[config.mk]
export PLATFORM = sky130hd
export DESIGN_NAME = image_loader
export DESIGN_NICKNAME = d
export VERILOG_FILES = /design/src/rtl/image_loader_pkg.sv /design/src/rtl/image_loader_pixel_to_q13.sv /design/src/rtl/image_loader.sv
export SDC_FILE = /design/constraint.sdc
export NUM_CORES = 1
export LEC_CHECK = 0
export ABC_CLOCK_PERIOD_IN_PS = 4100
export CAP_MARGIN = 20
export CORE_MARGIN = 8
export CORE_UTILIZATION = 55
export DETAILED_ROUTE_END_ITERATION = 7
export DONT_BUFFER_PORTS = 1
export PLACE_DENSITY = 0.68
export SLEW_MARGIN = 20
export SYNTH_ARGS = -nofsm -noshare
export SYNTH_HDL_FRONTEND = slang
export SYNTH_SLANG_ARGS = --single-unit
[constraint.sdc]
create_clock -name Clk -period 4.1 [get_ports Clk]
set_input_delay 0.82 -clock Clk [delete_from_list [all_inputs] [get_ports Clk]]
set_output_delay 0.82 -clock Clk [all_outputs]
set_load 0.1 [all_outputs]
[src/rtl/image_loader_pkg.sv]
// Shared constants, RAM map and state encoding for the MNIST front-end loader.
package image_loader_pkg;
  localparam int N_PIXELS_DEF  = 784;
  localparam int N_CLASSES_DEF = 10;
  localparam int PIX_W_DEF     = 8;
  localparam int Q_FRAC        = 13;
  localparam int ADDR_W        = 10;

  // Base of the input region in the shared input/output RAM.
  localparam logic [ADDR_W-1:0] INPUT = 10'd32;

  typedef enum logic [2:0] {LOAD, DRAIN, FIRE, SETTLE, SCAN, DONE} state_e;
endpackage

[src/rtl/image_loader_pixel_to_q13.sv]
// Grayscale pixel to Q3.13: p*2^5 + p>>3, so full-scale white lands on 0x1FFF.
module pixel_to_q13
  import image_loader_pkg::*;
#(
  parameter int PIX_W = PIX_W_DEF
) (
  input  logic [PIX_W-1:0] pix,
  output logic [15:0]      q
);
  localparam int SH = Q_FRAC - PIX_W;

  // Replicating the top bits into the vacated LSBs gives an exact 0..1 span.
  assign q = 16'({pix, pix[PIX_W-1 -: SH]});
endmodule

[src/rtl/image_loader.sv]
// Streams a pixel frame into the input RAM, kicks the classifier, and argmaxes its outputs.
module image_loader
  import image_loader_pkg::*;
#(
  parameter int N_PIXELS  = N_PIXELS_DEF,
  parameter int N_CLASSES = N_CLASSES_DEF,
  parameter int PIX_W     = PIX_W_DEF
) (
  input  logic                        Clk,
  input  logic                        Reset,
  input  logic                        Pix_Valid,
  input  logic [PIX_W-1:0]            Pix_Data,
  input  logic                        Pix_Last,
  output logic                        Pix_Ready,
  output logic                        Wr_En,
  output logic [ADDR_W-1:0]           Wr_Address,
  output logic [15:0]                 Wr_Data,
  output logic                        Compute,
  input  logic                        R,
  input  logic [N_CLASSES-1:0][15:0]  Probability,
  output logic [3:0]                  Digit,
  output logic                        Digit_Valid,
  output logic                        Busy,
  output logic                        Error
);
  localparam logic [ADDR_W-1:0] LAST_PIX = ADDR_W'(N_PIXELS - 1);
  localparam logic [3:0]        LAST_CLS = 4'(N_CLASSES - 1);

  state_e            state_q, state_d;
  logic [ADDR_W-1:0] idx_q, idx_d;
  logic [3:0]        k_q, k_d;
  logic [15:0]       best_val_q, best_val_d;
  logic [3:0]        best_idx_q, best_idx_d;
  logic              wr_en_q, wr_en_d;
  logic [ADDR_W-1:0] wr_addr_q, wr_addr_d;
  logic [15:0]       wr_data_q, wr_data_d;
  logic [3:0]        digit_q, digit_d;
  logic              digit_valid_q, digit_valid_d;
  logic              error_q, error_d;
  logic [15:0]       pix_q13;
  logic              xfer;
  logic              take;

  pixel_to_q13 #(.PIX_W(PIX_W)) u_conv (.pix(Pix_Data), .q(pix_q13));

  assign Pix_Ready   = (state_q == LOAD) || (state_q == DRAIN);
  assign xfer        = Pix_Valid && Pix_Ready;
  assign Compute     = (state_q == FIRE);
  assign Busy        = !((state_q == LOAD) && (idx_q == '0));
  assign Wr_En       = wr_en_q;
  assign Wr_Address  = wr_addr_q;
  assign Wr_Data     = wr_data_q;
  assign Digit       = digit_q;
  assign Digit_Valid = digit_valid_q;
  assign Error       = error_q;

  // Strict compare keeps the lowest index on ties; k=0 seeds the running best.
  assign take = (k_q == '0) || (Probability[k_q] > best_val_q);

  always_comb begin
    state_d       = state_q;
    idx_d         = idx_q;
    k_d           = k_q;
    best_val_d    = best_val_q;
    best_idx_d    = best_idx_q;
    wr_en_d       = 1'b0;
    wr_addr_d     = wr_addr_q;
    wr_data_d     = wr_data_q;
    digit_d       = digit_q;
    digit_valid_d = digit_valid_q;
    error_d       = error_q;
    case (state_q)
      LOAD: if (xfer) begin
        wr_en_d   = 1'b1;
        wr_addr_d = INPUT + idx_q;
        wr_data_d = pix_q13;
        idx_d     = idx_q + 1'b1;
        if (idx_q == '0) begin
          digit_valid_d = 1'b0;
          error_d       = 1'b0;
        end
        if (Pix_Last) begin
          idx_d = '0;
          if (idx_q == LAST_PIX) state_d = FIRE;
          else                   error_d = 1'b1;
        end else if (idx_q == LAST_PIX) begin
          idx_d   = '0;
          error_d = 1'b1;
          state_d = DRAIN;
        end
      end
      DRAIN:  if (xfer && Pix_Last) state_d = LOAD;
      FIRE:   if (R) state_d = SETTLE;
      SETTLE: begin
        k_d     = '0;
        state_d = SCAN;
      end
      SCAN: begin
        if (take) begin
          best_val_d = Probability[k_q];
          best_idx_d = k_q;
        end
        k_d = k_q + 1'b1;
        if (k_q == LAST_CLS) begin
          digit_d       = take ? k_q : best_idx_q;
          digit_valid_d = 1'b1;
          state_d       = DONE;
        end
      end
      DONE:    state_d = LOAD;
      default: state_d = LOAD;
    endcase
  end

  always_ff @(posedge Clk) begin
    if (Reset) begin
      state_q       <= LOAD;
      idx_q         <= '0;
      k_q           <= '0;
      best_val_q    <= '0;
      best_idx_q    <= '0;
      wr_en_q       <= 1'b0;
      wr_addr_q     <= '0;
      wr_data_q     <= '0;
      digit_q       <= '0;
      digit_valid_q <= 1'b0;
      error_q       <= 1'b0;
    end else begin
      state_q       <= state_d;
      idx_q         <= idx_d;
      k_q           <= k_d;
      best_val_q    <= best_val_d;
      best_idx_q    <= best_idx_d;
      wr_en_q       <= wr_en_d;
      wr_addr_q     <= wr_addr_d;
      wr_data_q     <= wr_data_d;
      digit_q       <= digit_d;
      digit_valid_q <= digit_valid_d;
      error_q       <= error_d;
    end
  end
endmodule

# ---- Yosys cells after proc, flatten, opt, wreduce, memory -nomap -nowiden
# Cells that the tools add are included.
dict set report classes {
  magnitude_cmp 2
  mux 23
  n_eq_ne 12
  reduce_logical 17
  addsub 3
  bitwise 1
}
# cell count
set ops {}
lappend ops {{$bmux 16 s4} 1}
lappend ops {{$mux 3} 7}
lappend ops {{$mux 10} 2}
lappend ops {{$gt 16x16->1} 1}
lappend ops {{$mux 16} 1}
lappend ops {{$pmux 3 s5} 1}
lappend ops {{$add 10x1->10 const B} 1}
lappend ops {{$add 6x10->10 const A} 1}
lappend ops {{$eq 10x10->1 const B} 1}
lappend ops {{$logic_not 10->1} 1}
lappend ops {{$mux 1} 8}
lappend ops {{$pmux 4 s2} 1}
lappend ops {{$eq 3x2->1 const B} 2}
lappend ops {{$ne 2x1->1 const B} 3}
lappend ops {{$ne 2x2->1 const B} 3}
lappend ops {{$reduce_and 2->1} 3}
lappend ops {{$lt 4x5->1 const B} 1}
lappend ops {{$reduce_and 5->1} 1}
lappend ops {{$add 4x1->4 const B} 1}
lappend ops {{$eq 4x4->1 const B} 1}
lappend ops {{$logic_not 4->1} 1}
lappend ops {{$mux 4} 1}
lappend ops {{$reduce_and 4->1} 1}
lappend ops {{$reduce_bool 2->1} 2}
lappend ops {{9 further kinds} 12}
dict set report totals {
  register_bits 67
  inputBits 173
  wordCells 69
  output_inout_bits 36
}

# ---- Longest topological paths before layout
dict set report logic_depth {
  depth_word 6
  depth_mapped 14
  mapped_depth_nobuf 11
}

# ---- By module
# A second synthesis with hierarchy kept.
dict set report hier_totals {
  cells_unflattened 621
  hier_area_um2 4946.0
}
# mod cells_per_inst seq_area_each_um2 area_each_um2 n_inst
set by_module_without_submodules {}
lappend by_module_without_submodules {image_loader 604 1401.3 4822.1 1}
lappend by_module_without_submodules {pixel_to_q13 17 0.0 123.9 1}

# ---- Least setup slack after synthesis
# Ideal clock, no wire load.
dict set report synth_timing {
  path_type {reg2reg}
  startpoint {reg k_q[0]}
  endpoint {reg digit_q[2] (netlist: Digit[2])}
  n_path_buf 3
  slack_ns 0.405
  synth_period_minus_slack_ns 3.695
  arrival_time_ns 3.625
  stages_incl_launch_ff 14
  required_time_ns 4.030
  setup_ns 0.070
  cell_sequence {dfxtp_1 -> buf_2 -> buf_2 -> buf_2 -> mux2_2 -> a22oi_1 -> o21ai_0 -> ha_1 -> a21o_1 -> a21o_1 -> a2111o_1 -> o31a_1 -> or4_1 -> a21oi_1}
}
dict set report synth_via {
  elab_chain_cells 5
  elab_cells_between_ends 8
  cone_classes {order compare: 1; eq/ne: 1; mux: 3; reduce/logical: 3}
}
# element line
set synth_lines {}
lappend synth_lines {{start, declared} image_loader.sv:31} ;# logic [3:0] k_q, k_d;
lappend synth_lines {{start signal, assigned} image_loader.sv:131} ;# k_q <= k_d;
lappend synth_lines {{$bmux 16 s4} image_loader.sv:58} ;# assign take = (k_q == '0) || (Probability[k_q] > best_val_q);
lappend synth_lines {{$mux 16 (not written as such)} image_loader.sv:58}
lappend synth_lines {{$gt 16x16->1} image_loader.sv:58}
lappend synth_lines {{$logic_or 1x1->1} image_loader.sv:58}
lappend synth_lines {{$mux 4} --}
lappend synth_lines {{end signal, assigned} image_loader.sv:137} ;# digit_q <= digit_d;
lappend synth_lines {{end, declared} image_loader.sv:37} ;# logic [3:0] digit_q, digit_d;
# Several ways; a longest one is shown, not always the timed one. The select of a mux whose other input is x is not followed.
# A chain may end at the register's enable or synchronous reset.

# ---- Worst setup path in the final report
# Same ends and word-level chain as after synthesis.

==> results.md <==
| Item | This run |
|---|---|
| Max cap viols | 0 |
| Internal power contribution | 1.09 mW |
| Tmin final | 3.79 ns |
| Number of instances on the worst hold path | 2 |
| Number of cell instances on the worst register-to-register path | 11 |
| Number of flops mapped to enable cells by yosys | 0 |
| Final clock period utilization by the worst path | 92.6% |
| Pwr Total | 1.49 mW |
| Worst setup slack after placement | -0.0160 ns |
| Category of the worst setup path launch point | register |
| First-pass GRT wire length | 20600 um |
| Crit-path cells | buf_4 -> mux4_2 -> nand2_1 -> o21ai_0 -> ha_1 -> a21o_1 -> a21o_1 -> a2111o_1 -> o31a_1 -> or4_1 -> a21oi_1 |
| Clock insertion delay at the later pin of the skew report | 0.33 ns |
| Buffers inserted during post-CTS setup optimization | 0 |
| Final worst hold slack | 0.459 ns |
| Number of vias per cell | 6.38 |
| Sink Count | 62 |
| Maximum resistive drop on vdd | 221 uV |
| Family with the most delay on the worst path | compound AO/OA/AOI/OAI gates |
| Critical path buffers and inverters | 1 |
| Initial Utilization | 56.6% |
| Overall routing resource usage | 23.2% |
| Crit end category | register |
| Summed area of non-filler cells in the final layout | 4690 um2 |
| Core ar. | 7730 um2 |
| Power density normalized to cell area | 318 nW/um2 |
| First-pass detailed-route iteration total | 5 |
| Level count of the clock H-tree | 3 |
| Slew HR | 27.2% |
| Final number of setup-violating endpoints | 0 |
| Max frequency | 264 MHz |
| Data arrival time of the critical path | 4.06 ns |
| Top cells by area, synth | dfxtp_1 28%, mux4_2 16%, nand2_1 8.1%, ha_1 6.3%, mux2_2 4.1% |
| Worst Tran Pin Value | 1.09 ns |
| Clock skew after layout | 0.0109 ns |
| Detailed-route via count | 3758 |
| Sequential power share | 46.7% |
| Clock-pin slew on the worst setup and hold paths | 0.07 ns |
| Cell count along the critical path | 11 |
| Leakage | 1.58 nW |
| Syn Area/Cell | 8.80 um2 |
| Clock power share | 44.3% |
| Switching power share of the total | 27.0% |
| Fraction of final layout cells sized beyond drive strength 1 | 19.4% |
| Max-slew violation total from the final report | 0 |
| Number of clock buffers inserted by TritonCTS | 9 |
| Post-synthesis instance total | 497 |
| Relative contribution of combinational cells to total power | 8.9% |
| Area of the mapped netlist | 4370 um2 |
| Result of the run | completed |
| Number of antenna violations at the first check in global routing | 2 |
| Slowest cell on the critical path | mux4_2 |
| Number of synthesized register bits | 62 |
| Count of placed standard cells including taps | 570 |
| Stage delay of the slowest cell on the critical path | 0.56 ns |
| Die area | 11100 um2 |
| Reg2Reg Setup Slack | 0.31 ns |
| Number of antenna-violating nets in the routed design | 0 |
| Library cell appearing most often on the critical path | a21o_1 |
| Smallest setup slack after layout | 0.305 ns |
| Async set-or-reset flop fraction in the synthesized netlist | 0% |
| Hold Violations, Final | 0 |
| Post-detailed-route DRC marker count | 0 |
| RSZ-0062 raised after global routing | no |
| CP Class | register to register |
| Via count of the first global-routing pass | 3736 |
| Placer's final routability congestion estimate | 0.860 |
| Utilization after layout | 60.7% |
| Finished Layout Cells | 589 |
| Synthesis-to-finish area growth | 7.15% |
| Post-DP HPWL | 10600 um |
| Share of the yosys chip area belonging to registers | 28.4% |
| Initial DRC Count | 213 |
| Nets | 675 |
| Crit Path Max Fanout | 16 |
| Total number of placement rows | 32 |
| Class of the worst hold path | register to register |
| Data required time of the worst path | 4.37 ns |
| Switching pwr | 0.402 mW |
| Distinct cell type count after synthesis | 54 |
| # IOs | 209 |
| Clock tree from TritonCTS | yes |
| Wire length after detailed routing | 13200 um |
| Vertical die dimension | 105 um |
| Most instantiated flip-flop cell in the synthesis netlist | dfxtp_1 |
| Cell type contributing the most total cell area after synthesis | dfxtp_1 |
| Proportion of netlist area held by the largest area contributor | 28.4% |
| Die X | 105 um |
| Root buffer cell | clkbuf_8 |
| Number of buffers inserted by port buffering | 0 |
| Largest net degree at the start of global routing | 34 |
| Yosys warns | 0 |
| Post-route setup TNS | 0 ns |
| Count of cells resized by post-cts repair | 0 |
| Wire length per cell after detailed routing | 22.4 um |
| Area after DPL | 4410 um2 |
| Buffers from clock root to sink, at most | 2 |
| GRT Residual Overflow | 0 |
| Count of hold buffers inserted by post-cts repair | 0 |
-- sequential cells by signal (all words and copies together), names as in the netlist --
register / cells
Wr_Data: 8
state_q: 3
best_val_q: 16
Digit_Valid: 1
Error: 1
idx_q: 10
Digit: 4
Wr_Address: 10
best_idx_q: 4
Wr_En: 1
k_q: 4
-- layout by cell type, fill, tap and decap left out, types with 10 or more instances in the layout --
cell type / instances
mux4_2: 32
a21oi_1: 33
buf_4: 16
clkbuf_8: 10
nand2_1: 94
mux2_2: 16
inv_1: 24
o21ai_0: 21
nand3_1: 12
a22oi_1: 17
mux2i_1: 17
nor2_1: 17
ha_1: 22
dfxtp_1: 56
-- worst register-to-register path, delay by kind of cell, from the launching register on --
family,cells,cell delay (ns)
mux,1,0.56
compound gates,6,1.39
buf+inv,1,0.35
simple gates,2,0.59
flops,1,0.51
fa+ha+maj,1,0.32
-- final timing paths --
path                               from                    endpoint
max reg2reg         k_q[0]$_SDFFE_PP0P_       Digit[2]$_SDFFE_PP0P_
max                 k_q[0]$_SDFFE_PP0P_       Digit[2]$_SDFFE_PP0P_
min reg2reg  best_val_q[7]$_SDFFE_PP0P_  best_val_q[7]$_SDFFE_PP0P_
min          best_val_q[7]$_SDFFE_PP0P_  best_val_q[7]$_SDFFE_PP0P_
-- cells in the mapped netlist (3+ instances only) --
master    instances
o21ai_0          21
a21oi_1          33
or3_1             5
nor4_1            3
nand2_1          94
nor2_1           18
inv_1            24
o21ai_1           4
buf_2             6
clkbuf_1         29
a22oi_1          17
mux2i_1          17
nand4_1           5
ha_1             22
mux4_2           32
nand3_1          12
nor2b_1           3
nor3_1            7
mux2_2           16
buf_4             9
dfxtp_1          62
a211oi_1          7
xor2_1            6
a21o_1            3
-- cells by family (layout without fill, tap and decap cells) --
group                      after synthesis  after routing  synth area share (%)
other                                    1              5                0.0857
AOI/OAI and AO/OA                      106            107                  15.4
xor gates and xnor gates                 7              7                  1.40
and+or+nand+nor                        162            162                  16.7
adders and majority gates               22             22                  6.29
muxes                                   65             65                  24.5
buffers and inverters                   72             57                  7.29
DFF                                     62             62                  28.4
-- layer usage --
metal,vias to the layer above,wire length [um],GRT usage (%)
li1,1769,-,-
met1,1807,5450,27.9
met2,173,6510,38.5
met3,9,1100,7.99
met4,0,107,6.12
met5,-,0,0
-- cell type report --
cell class                      instances  area, um2
Multi-Input combinational cell        366       2850
Fill cell                             643       3040
Inverter                               25       93.8
Antenna cell                            2       5.00
Clock buffer                           10        138
Sequential cell                        62       1250
Tap cell                              102        128
Timing Repair Buffer                   16        120
Clock inverter                          6        109
-- power groups by stage --
| stage | Clock (mW) | Combinational, mW | Sequential, mW |
|---|---|---|---|
| 2_1_floorplan | 0 | 0.138 | 0.688 |
| 3_3_place_gp | 0 | 0.129 | 0.710 |
| 3_5_place_dp | 0 | 0.130 | 0.711 |
| 4_1_cts | 0.671 | 0.131 | 0.697 |
| 5_1_grt | 0.697 | 0.145 | 0.698 |
| 6_report | 0.661 | 0.133 | 0.696 |
Note: power is estimated with default switching activity, not from simulation.
